==> config.mk <==
export PLATFORM = sky130hd
export DESIGN_NAME = apb_master_fsm_flat
export DESIGN_NICKNAME = d
export VERILOG_FILES = /design/src/rtl/axi_apb_pkg.sv /design/src/rtl/apb_master_fsm_if.sv /design/src/rtl/apb_wait_timer.sv /design/src/rtl/apb_master_fsm.sv /design/src/flat_wrapper.sv
export SDC_FILE = /design/constraint.sdc
export NUM_CORES = 1
export LEC_CHECK = 0
export CAP_MARGIN = 40
export CORE_AREA = 2 2 95 120
export DETAILED_ROUTE_END_ITERATION = 6
export DIE_AREA = 0 0 97 122
export GPL_TIMING_DRIVEN = 0
export PLACE_DENSITY = 0.84
export SYNTH_ARGS = -nofsm -noshare
export SYNTH_HDL_FRONTEND = slang
export SYNTH_SLANG_ARGS = --single-unit
==> constraint.sdc <==
create_clock -name clk -period 3.9 [get_ports clk]
set_input_delay 0.585 -clock clk [delete_from_list [all_inputs] [get_ports clk]]
set_output_delay 0.585 -clock clk [all_outputs]
set_load 0.1 [all_outputs]
==> src/rtl/axi_apb_pkg.sv <==
// axi_apb_pkg: shared types and default widths for the AXI4-Lite-to-APB bridge
package axi_apb_pkg;
  localparam int ADDR_W = 32;
  localparam int DATA_W = 32;
  typedef enum logic [1:0] {
    OKAY   = 2'b00,
    EXOKAY = 2'b01,
    SLVERR = 2'b10,
    DECERR = 2'b11
  } resp_t;
  typedef enum logic [1:0] {IDLE, SETUP, ACCESS, RESP} apb_state_t;
endpackage

==> src/rtl/apb_master_fsm_if.sv <==
// apb_master_fsm_if: request/response channel and APB bus seen by apb_master_fsm
interface apb_master_fsm_if #(
  parameter int addrWidth = axi_apb_pkg::ADDR_W,
  parameter int dataWidth = axi_apb_pkg::DATA_W
);
  logic                   req_valid;
  logic                   req_ready;
  logic                   req_write;
  logic [addrWidth-1:0]   req_addr;
  logic [dataWidth-1:0]   req_wdata;
  logic [dataWidth/8-1:0] req_strb;
  logic [2:0]             req_prot;
  logic                   rsp_valid;
  logic                   rsp_ready;
  logic                   rsp_write;
  logic [dataWidth-1:0]   rsp_rdata;
  logic [1:0]             rsp_resp;
  logic [addrWidth-1:0]   paddr;
  logic                   psel;
  logic                   penable;
  logic                   pwrite;
  logic [dataWidth-1:0]   pwdata;
  logic [dataWidth/8-1:0] pstrb;
  logic [2:0]             pprot;
  logic [dataWidth-1:0]   prdata;
  logic                   pready;
  logic                   pslverr;
  modport master (
    input  req_valid, req_write, req_addr, req_wdata, req_strb, req_prot,
    input  rsp_ready, prdata, pready, pslverr,
    output req_ready, rsp_valid, rsp_write, rsp_rdata, rsp_resp,
    output paddr, psel, penable, pwrite, pwdata, pstrb, pprot
  );
  modport slave (
    output req_valid, req_write, req_addr, req_wdata, req_strb, req_prot,
    output rsp_ready, prdata, pready, pslverr,
    input  req_ready, rsp_valid, rsp_write, rsp_rdata, rsp_resp,
    input  paddr, psel, penable, pwrite, pwdata, pstrb, pprot
  );
endinterface

==> src/rtl/apb_wait_timer.sv <==
// apb_wait_timer: counts ACCESS wait cycles and flags the cycle that reaches the limit
module apb_wait_timer #(
  parameter int TIMEOUT_CYCLES = 16
) (
  input  logic clk,
  input  logic rst,
  input  logic clr_i,
  input  logic inc_i,
  output logic expire_o
);
  localparam int CW = $clog2(TIMEOUT_CYCLES + 1);
  logic [CW-1:0] cnt_q;
  // wait counter, cleared while SETUP so it starts from zero in ACCESS
  always_ff @(posedge clk or negedge rst) begin
    if (!rst) cnt_q <= '0;
    else if (clr_i) cnt_q <= '0;
    else if (inc_i) cnt_q <= cnt_q + 1'b1;
  end
  assign expire_o = inc_i && (cnt_q == CW'(TIMEOUT_CYCLES - 1));
endmodule

==> src/rtl/apb_master_fsm.sv <==
// apb_master_fsm: runs one captured request as an APB SETUP/ACCESS transfer; APB_TIMEOUT_EN adds an ACCESS wait limit
module apb_master_fsm
  import axi_apb_pkg::*;
#(
  parameter int addrWidth      = ADDR_W,
  parameter int dataWidth      = DATA_W,
  parameter int TIMEOUT_CYCLES = 16
) (
  input logic              clk,
  input logic              rst,
  apb_master_fsm_if.master bus
);
  apb_state_t             state_q;
  logic                   req_ready_q;
  logic                   psel_q;
  logic                   penable_q;
  logic                   rsp_valid_q;
  logic                   rsp_write_q;
  logic [dataWidth-1:0]   rsp_rdata_q;
  resp_t                  rsp_resp_q;
  logic [addrWidth-1:0]   paddr_q;
  logic                   pwrite_q;
  logic [dataWidth-1:0]   pwdata_q;
  logic [dataWidth/8-1:0] pstrb_q;
  logic [2:0]             pprot_q;
  logic                   tmo;
  generate
    if (TIMEOUT_CYCLES < 1 || !(dataWidth inside {8, 16, 32})) begin : g_bad_cfg
      $error("apb_master_fsm: dataWidth must be 8/16/32 and TIMEOUT_CYCLES >= 1");
    end
  endgenerate
`ifdef APB_TIMEOUT_EN
  apb_wait_timer #(.TIMEOUT_CYCLES(TIMEOUT_CYCLES)) u_timer (
    .clk     (clk),
    .rst     (rst),
    .clr_i   (state_q == SETUP),
    .inc_i   (state_q == ACCESS && !bus.pready),
    .expire_o(tmo)
  );
`else
  assign tmo = 1'b0;
`endif
  // transfer sequencer; every bus output is a register updated with the state
  always_ff @(posedge clk or negedge rst) begin
    if (!rst) begin
      state_q     <= IDLE;
      req_ready_q <= 1'b1;
      psel_q      <= 1'b0;
      penable_q   <= 1'b0;
      rsp_valid_q <= 1'b0;
      rsp_write_q <= 1'b0;
      rsp_rdata_q <= '0;
      rsp_resp_q  <= OKAY;
      paddr_q     <= '0;
      pwrite_q    <= 1'b0;
      pwdata_q    <= '0;
      pstrb_q     <= '0;
      pprot_q     <= '0;
    end else begin
      case (state_q)
        IDLE: if (bus.req_valid) begin
          state_q     <= SETUP;
          req_ready_q <= 1'b0;
          psel_q      <= 1'b1;
          paddr_q     <= bus.req_addr;
          pwrite_q    <= bus.req_write;
          pwdata_q    <= bus.req_wdata;
          pstrb_q     <= bus.req_write ? bus.req_strb : '0;
          pprot_q     <= bus.req_prot;
        end
        SETUP: begin
          state_q   <= ACCESS;
          penable_q <= 1'b1;
        end
        ACCESS: if (bus.pready || tmo) begin
          state_q     <= RESP;
          psel_q      <= 1'b0;
          penable_q   <= 1'b0;
          rsp_valid_q <= 1'b1;
          rsp_write_q <= pwrite_q;
          rsp_rdata_q <= (pwrite_q || !bus.pready) ? '0 : bus.prdata;
          rsp_resp_q  <= (!bus.pready || bus.pslverr) ? SLVERR : OKAY;
        end
        RESP: if (bus.rsp_ready) begin
          state_q     <= IDLE;
          rsp_valid_q <= 1'b0;
          req_ready_q <= 1'b1;
        end
        default: state_q <= IDLE;
      endcase
    end
  end
  assign bus.req_ready = req_ready_q;
  assign bus.rsp_valid = rsp_valid_q;
  assign bus.rsp_write = rsp_write_q;
  assign bus.rsp_rdata = rsp_rdata_q;
  assign bus.rsp_resp  = rsp_resp_q;
  assign bus.paddr     = paddr_q;
  assign bus.psel      = psel_q;
  assign bus.penable   = penable_q;
  assign bus.pwrite    = pwrite_q;
  assign bus.pwdata    = pwdata_q;
  assign bus.pstrb     = pstrb_q;
  assign bus.pprot     = pprot_q;
endmodule

==> src/flat_wrapper.sv <==
// flat-port wrapper written by rule: the top's interface ports become plain ports
module apb_master_fsm_flat import axi_apb_pkg::*;
#(
  parameter int addrWidth      = ADDR_W,
  parameter int dataWidth      = DATA_W,
  parameter int TIMEOUT_CYCLES = 16
)
  (clk, rst, bus_req_valid, bus_req_write, bus_req_addr, bus_req_wdata, bus_req_strb, bus_req_prot, bus_rsp_ready, bus_prdata, bus_pready, bus_pslverr, bus_req_ready, bus_rsp_valid, bus_rsp_write, bus_rsp_rdata, bus_rsp_resp, bus_paddr, bus_psel, bus_penable, bus_pwrite, bus_pwdata, bus_pstrb, bus_pprot);
  apb_master_fsm_if #(.addrWidth(addrWidth), .dataWidth(dataWidth)) bus_i ();
  input logic clk;
  input logic rst;
  input wire logic [$bits(bus_i.req_valid)-1:0] bus_req_valid;
  input wire logic [$bits(bus_i.req_write)-1:0] bus_req_write;
  input wire logic [$bits(bus_i.req_addr)-1:0] bus_req_addr;
  input wire logic [$bits(bus_i.req_wdata)-1:0] bus_req_wdata;
  input wire logic [$bits(bus_i.req_strb)-1:0] bus_req_strb;
  input wire logic [$bits(bus_i.req_prot)-1:0] bus_req_prot;
  input wire logic [$bits(bus_i.rsp_ready)-1:0] bus_rsp_ready;
  input wire logic [$bits(bus_i.prdata)-1:0] bus_prdata;
  input wire logic [$bits(bus_i.pready)-1:0] bus_pready;
  input wire logic [$bits(bus_i.pslverr)-1:0] bus_pslverr;
  output wire logic [$bits(bus_i.req_ready)-1:0] bus_req_ready;
  output wire logic [$bits(bus_i.rsp_valid)-1:0] bus_rsp_valid;
  output wire logic [$bits(bus_i.rsp_write)-1:0] bus_rsp_write;
  output wire logic [$bits(bus_i.rsp_rdata)-1:0] bus_rsp_rdata;
  output wire logic [$bits(bus_i.rsp_resp)-1:0] bus_rsp_resp;
  output wire logic [$bits(bus_i.paddr)-1:0] bus_paddr;
  output wire logic [$bits(bus_i.psel)-1:0] bus_psel;
  output wire logic [$bits(bus_i.penable)-1:0] bus_penable;
  output wire logic [$bits(bus_i.pwrite)-1:0] bus_pwrite;
  output wire logic [$bits(bus_i.pwdata)-1:0] bus_pwdata;
  output wire logic [$bits(bus_i.pstrb)-1:0] bus_pstrb;
  output wire logic [$bits(bus_i.pprot)-1:0] bus_pprot;
  assign bus_i.req_valid = bus_req_valid;
  assign bus_i.req_write = bus_req_write;
  assign bus_i.req_addr = bus_req_addr;
  assign bus_i.req_wdata = bus_req_wdata;
  assign bus_i.req_strb = bus_req_strb;
  assign bus_i.req_prot = bus_req_prot;
  assign bus_i.rsp_ready = bus_rsp_ready;
  assign bus_i.prdata = bus_prdata;
  assign bus_i.pready = bus_pready;
  assign bus_i.pslverr = bus_pslverr;
  assign bus_req_ready = bus_i.req_ready;
  assign bus_rsp_valid = bus_i.rsp_valid;
  assign bus_rsp_write = bus_i.rsp_write;
  assign bus_rsp_rdata = bus_i.rsp_rdata;
  assign bus_rsp_resp = bus_i.rsp_resp;
  assign bus_paddr = bus_i.paddr;
  assign bus_psel = bus_i.psel;
  assign bus_penable = bus_i.penable;
  assign bus_pwrite = bus_i.pwrite;
  assign bus_pwdata = bus_i.pwdata;
  assign bus_pstrb = bus_i.pstrb;
  assign bus_pprot = bus_i.pprot;
  apb_master_fsm #(.addrWidth(addrWidth), .dataWidth(dataWidth), .TIMEOUT_CYCLES(TIMEOUT_CYCLES)) u_core (.clk(clk), .rst(rst), .bus(bus_i));
endmodule
==> run_results.csv <==
group,metric,value,unit
run_status,outcome,"finished, final reports clean",
yosys,synth.largest_area_cell,"dfrtp_1",
die,die_area,11800,um^2
yosys,yosysWarnings,0,
critical_path,cp-start-kind,"flip-flop",
timing,final-hold-violation-count,0,
drt,via_per_inst,4.88,
critical_path,r2r-end,"u_core.bus.rsp_rdata[31]",
timing,max_freq,452,MHz
drt,top_layer,"met4",
critical_path,crit_fanout,3,
layout,drive_gt1_share,30.7,%
global_route,antenna_found_initial,0,
layout,n_antenna_cell,0,
yosys,synth_nets,459,
clock_tree,clkSinkCount,112,
critical_path,critPathTopFamily,"buffers and inverters",
clock_tree,hold_buffers,0,
yosys,syn-mean-instance-area,13.4,um^2
drt,wl_per_cell,19.9,um
critical_path,critical_path_arrival,1630,ps
place,place_congestion,0.825,
die,io_pins,221,
clock_tree,clk-insertion-delay-late,350,ps
clock_tree,tritoncts,"built",
yosys,seq_area_frac_synth,61.0,%
clock_tree,htree_levels,3,
critical_path,critPathMaxStageDelay,550,ps
timing,setup_viol,0,
die,core,10800,um^2
drt,wl_met1,5.61,mm
die,fp.dieH,122,um
clock_tree,numCtsBuffers,9,
layout,utilization,85.8,%
yosys,synth_flop_cell,"dfrtp_1",
global_route,grt-ovfl-total,0,
critical_path,crit_type,"reg2out",
critical_path,end_kind,"output port",
yosys,synth-edff-count,0,
global_route,first_global_vias,4633,
yosys,synth-seq-cells,112,
critical_path,cp_slowest_cell,"dfstp_2",
clock_tree,cts_resized,0,
yosys,yosys-top-cells-area,"dfrtp_1 (60%), mux2_4 (9.8%), mux2_2 (9.3%)",
global_route,grt_pass1_wl,25.3,mm
drt,wl,16.3,mm
run,cap_violations,0,
drt,route.detailed.drc,0,
yosys,synthTopCellsByCount,"dfrtp_1 (111), nand2_1 (43), o21ai_0 (40)",
layout,layout.nets,800,
layout,fill_cells,477,
critical_path,regToRegSetupSlack,2040,ps
place,port_buffers,219,
yosys,synth.most_common_cell,"dfrtp_1",
global_route,grt_max_degree,60,
die,die_w,97,um
drt,first_pass_iters,4,
clock_tree,path_clk_slew,70,ps
critical_path,crit_buf_inv,2,
timing,max_slew_margin,47.8,%
critical_path,worstPathRequired,3310,ps
drt,dr_wl_met2,9.28,mm
layout,area_growth,102,%
drt,vias,4018,
yosys,synthArstFlopShare,100,%
critical_path,path_cells,"clkdlybuf4s50_1 -> buf_8",
timing,fin_crit_sh,56.7,%
timing,rsz0062_at_grt,"no",
place,hpwlAfterDp,12.7,mm
yosys,netlist.area_leader.share,60.4,%
yosys,netlist_area,4600,um^2
yosys,synthCells,342,
clock_tree,clock_path_buffers,2,
clock_tree,root_buffer,"clkbuf_16",
critical_path,reg2reg_depth,7,
drt,drt_iter0_drc,159,
global_route,grt_use_total,28.3,%
drt,dr_wl_met3,860,um
critical_path,r2r_start,"u_core.state_q[0]",
hold_path,hold_class,"in2async",
timing,max_slew.worst_pin.slew,783,ps
timing,skew,8.56,ps
clock_tree,post_cts_buffers,0,
die,start_util,42.5,%
timing,fin_crit,2210,ps
yosys,synth_cell_types,22,
drt,ant_nets,0,
timing,maxSlewViolCount,0,
die,rows,43,
[routing by layer]
| layer | up-vias | GRT usage [%] |
|---|---|---|
| li1 | 1825 | - |
| met1 | 1995 | 29.5 |
| met3 | 37 | 6.31 |
| met5 | - | 0 |
| met2 | 161 | 54.6 |
| met4 | 0 | 11.5 |
[layout by cell type, fill, tap and decap left out]
cell,n
clkdlybuf4s50_1,218
dfrtp_1,111
buf_8,84
nand2_1,43
o21ai_0,40
mux2_2,38
nand2b_1,33
mux2_4,30
buf_16,27
clkbuf_16,9
buf_2,7
ha_1,7
inv_1,5
buf_6,5
clkbuf_1,5
a21oi_1,4
mux2_1,3
mux2i_1,3
inv_6,3
buf_4,2
buf_1,1
nor2_1,1
nor2b_1,1
a221oi_2,1
o2bb2ai_1,1
conb_1,1
clkinvlp_4,1
bufinv_16,1
clkbuf_8,1
clkinv_4,1
dfstp_2,1
[worst reg2reg max path, delay by kind of cell, from the launching register on]
kind / cells / cell delay (ps)
compound gates: 1 / 150
fa+ha+maj: 1 / 270
buf+inv: 3 / 700
flops: 1 / 410
simple gates: 2 / 220
[layout make-up]
class	instances	area (um^2)	share of cell area, %
tap	135	169	1.82
timing repair buffer	330	4190	45.2
clock buffer	10	239	2.58
multi-input combinational	206	1660	17.8
buffer	19	121	1.31
clock inverter	6	72.6	0.783
sequential	112	2800	30.2
inverter	5	18.8	0.202
[worst max path at each step]
stage	startpoint	endpoint	slack [ps]	depth (start not counted)
floorplan	u_core.state_q[0]	u_core.state_q[1]	2360	5
global placement	rst	u_core.bus.pwdata[12]	-1950	1
detailed placement	bus_req_valid	u_core.bus.paddr[24]	1750	5
CTS	u_core.bus.req_ready	bus_req_ready	1690	2
global route	u_core.bus.req_ready	bus_req_ready	1630	2
finish	u_core.bus.req_ready	bus_req_ready	1690	2
[cell families after synthesis]
logic type                 Yosys count  share of synthesized area (%)
DFF                                112                           61.0
and+or+nand+nor                     78                           8.22
AOI/OAI and AO/OA                   46                           5.30
muxes                               74                           20.5
adders and majority gates            7                           1.90
buffers and inverters               24                           3.05
other                                1                         0.0815
[flip-flops by register name (all words and copies together), names as in the netlist]
signal                count
u_core.bus.pprot          3
u_core.bus.rsp_rdata     32
u_core.state_q            2
u_core.bus.rsp_valid      1
u_core.bus.pwrite         1
u_core.bus.rsp_resp       1
u_core.bus.rsp_write      1
u_core.bus.pstrb          4
u_core.bus.paddr         32
u_core.bus.penable        1
u_core.bus.req_ready      1
u_core.bus.psel           1
u_core.bus.pwdata        32
[per-stage QoR]
step	setup slack, ps	TNS (ps)	hold WS, ps	cell area (um^2)	cells
finish	1690	0	311	9270	823
floorplan	2360	0	289	4600	342
CTS	1690	0	341	9270	823
global route	1630	0	368	9270	823
detailed placement	1750	0	469	8960	807
global placement	-1950	-215910	463	6960	696
Power is left out: the tool's default activity adds up to more than one toggle a clock period on the data nets, which glitch-free logic cannot reach.
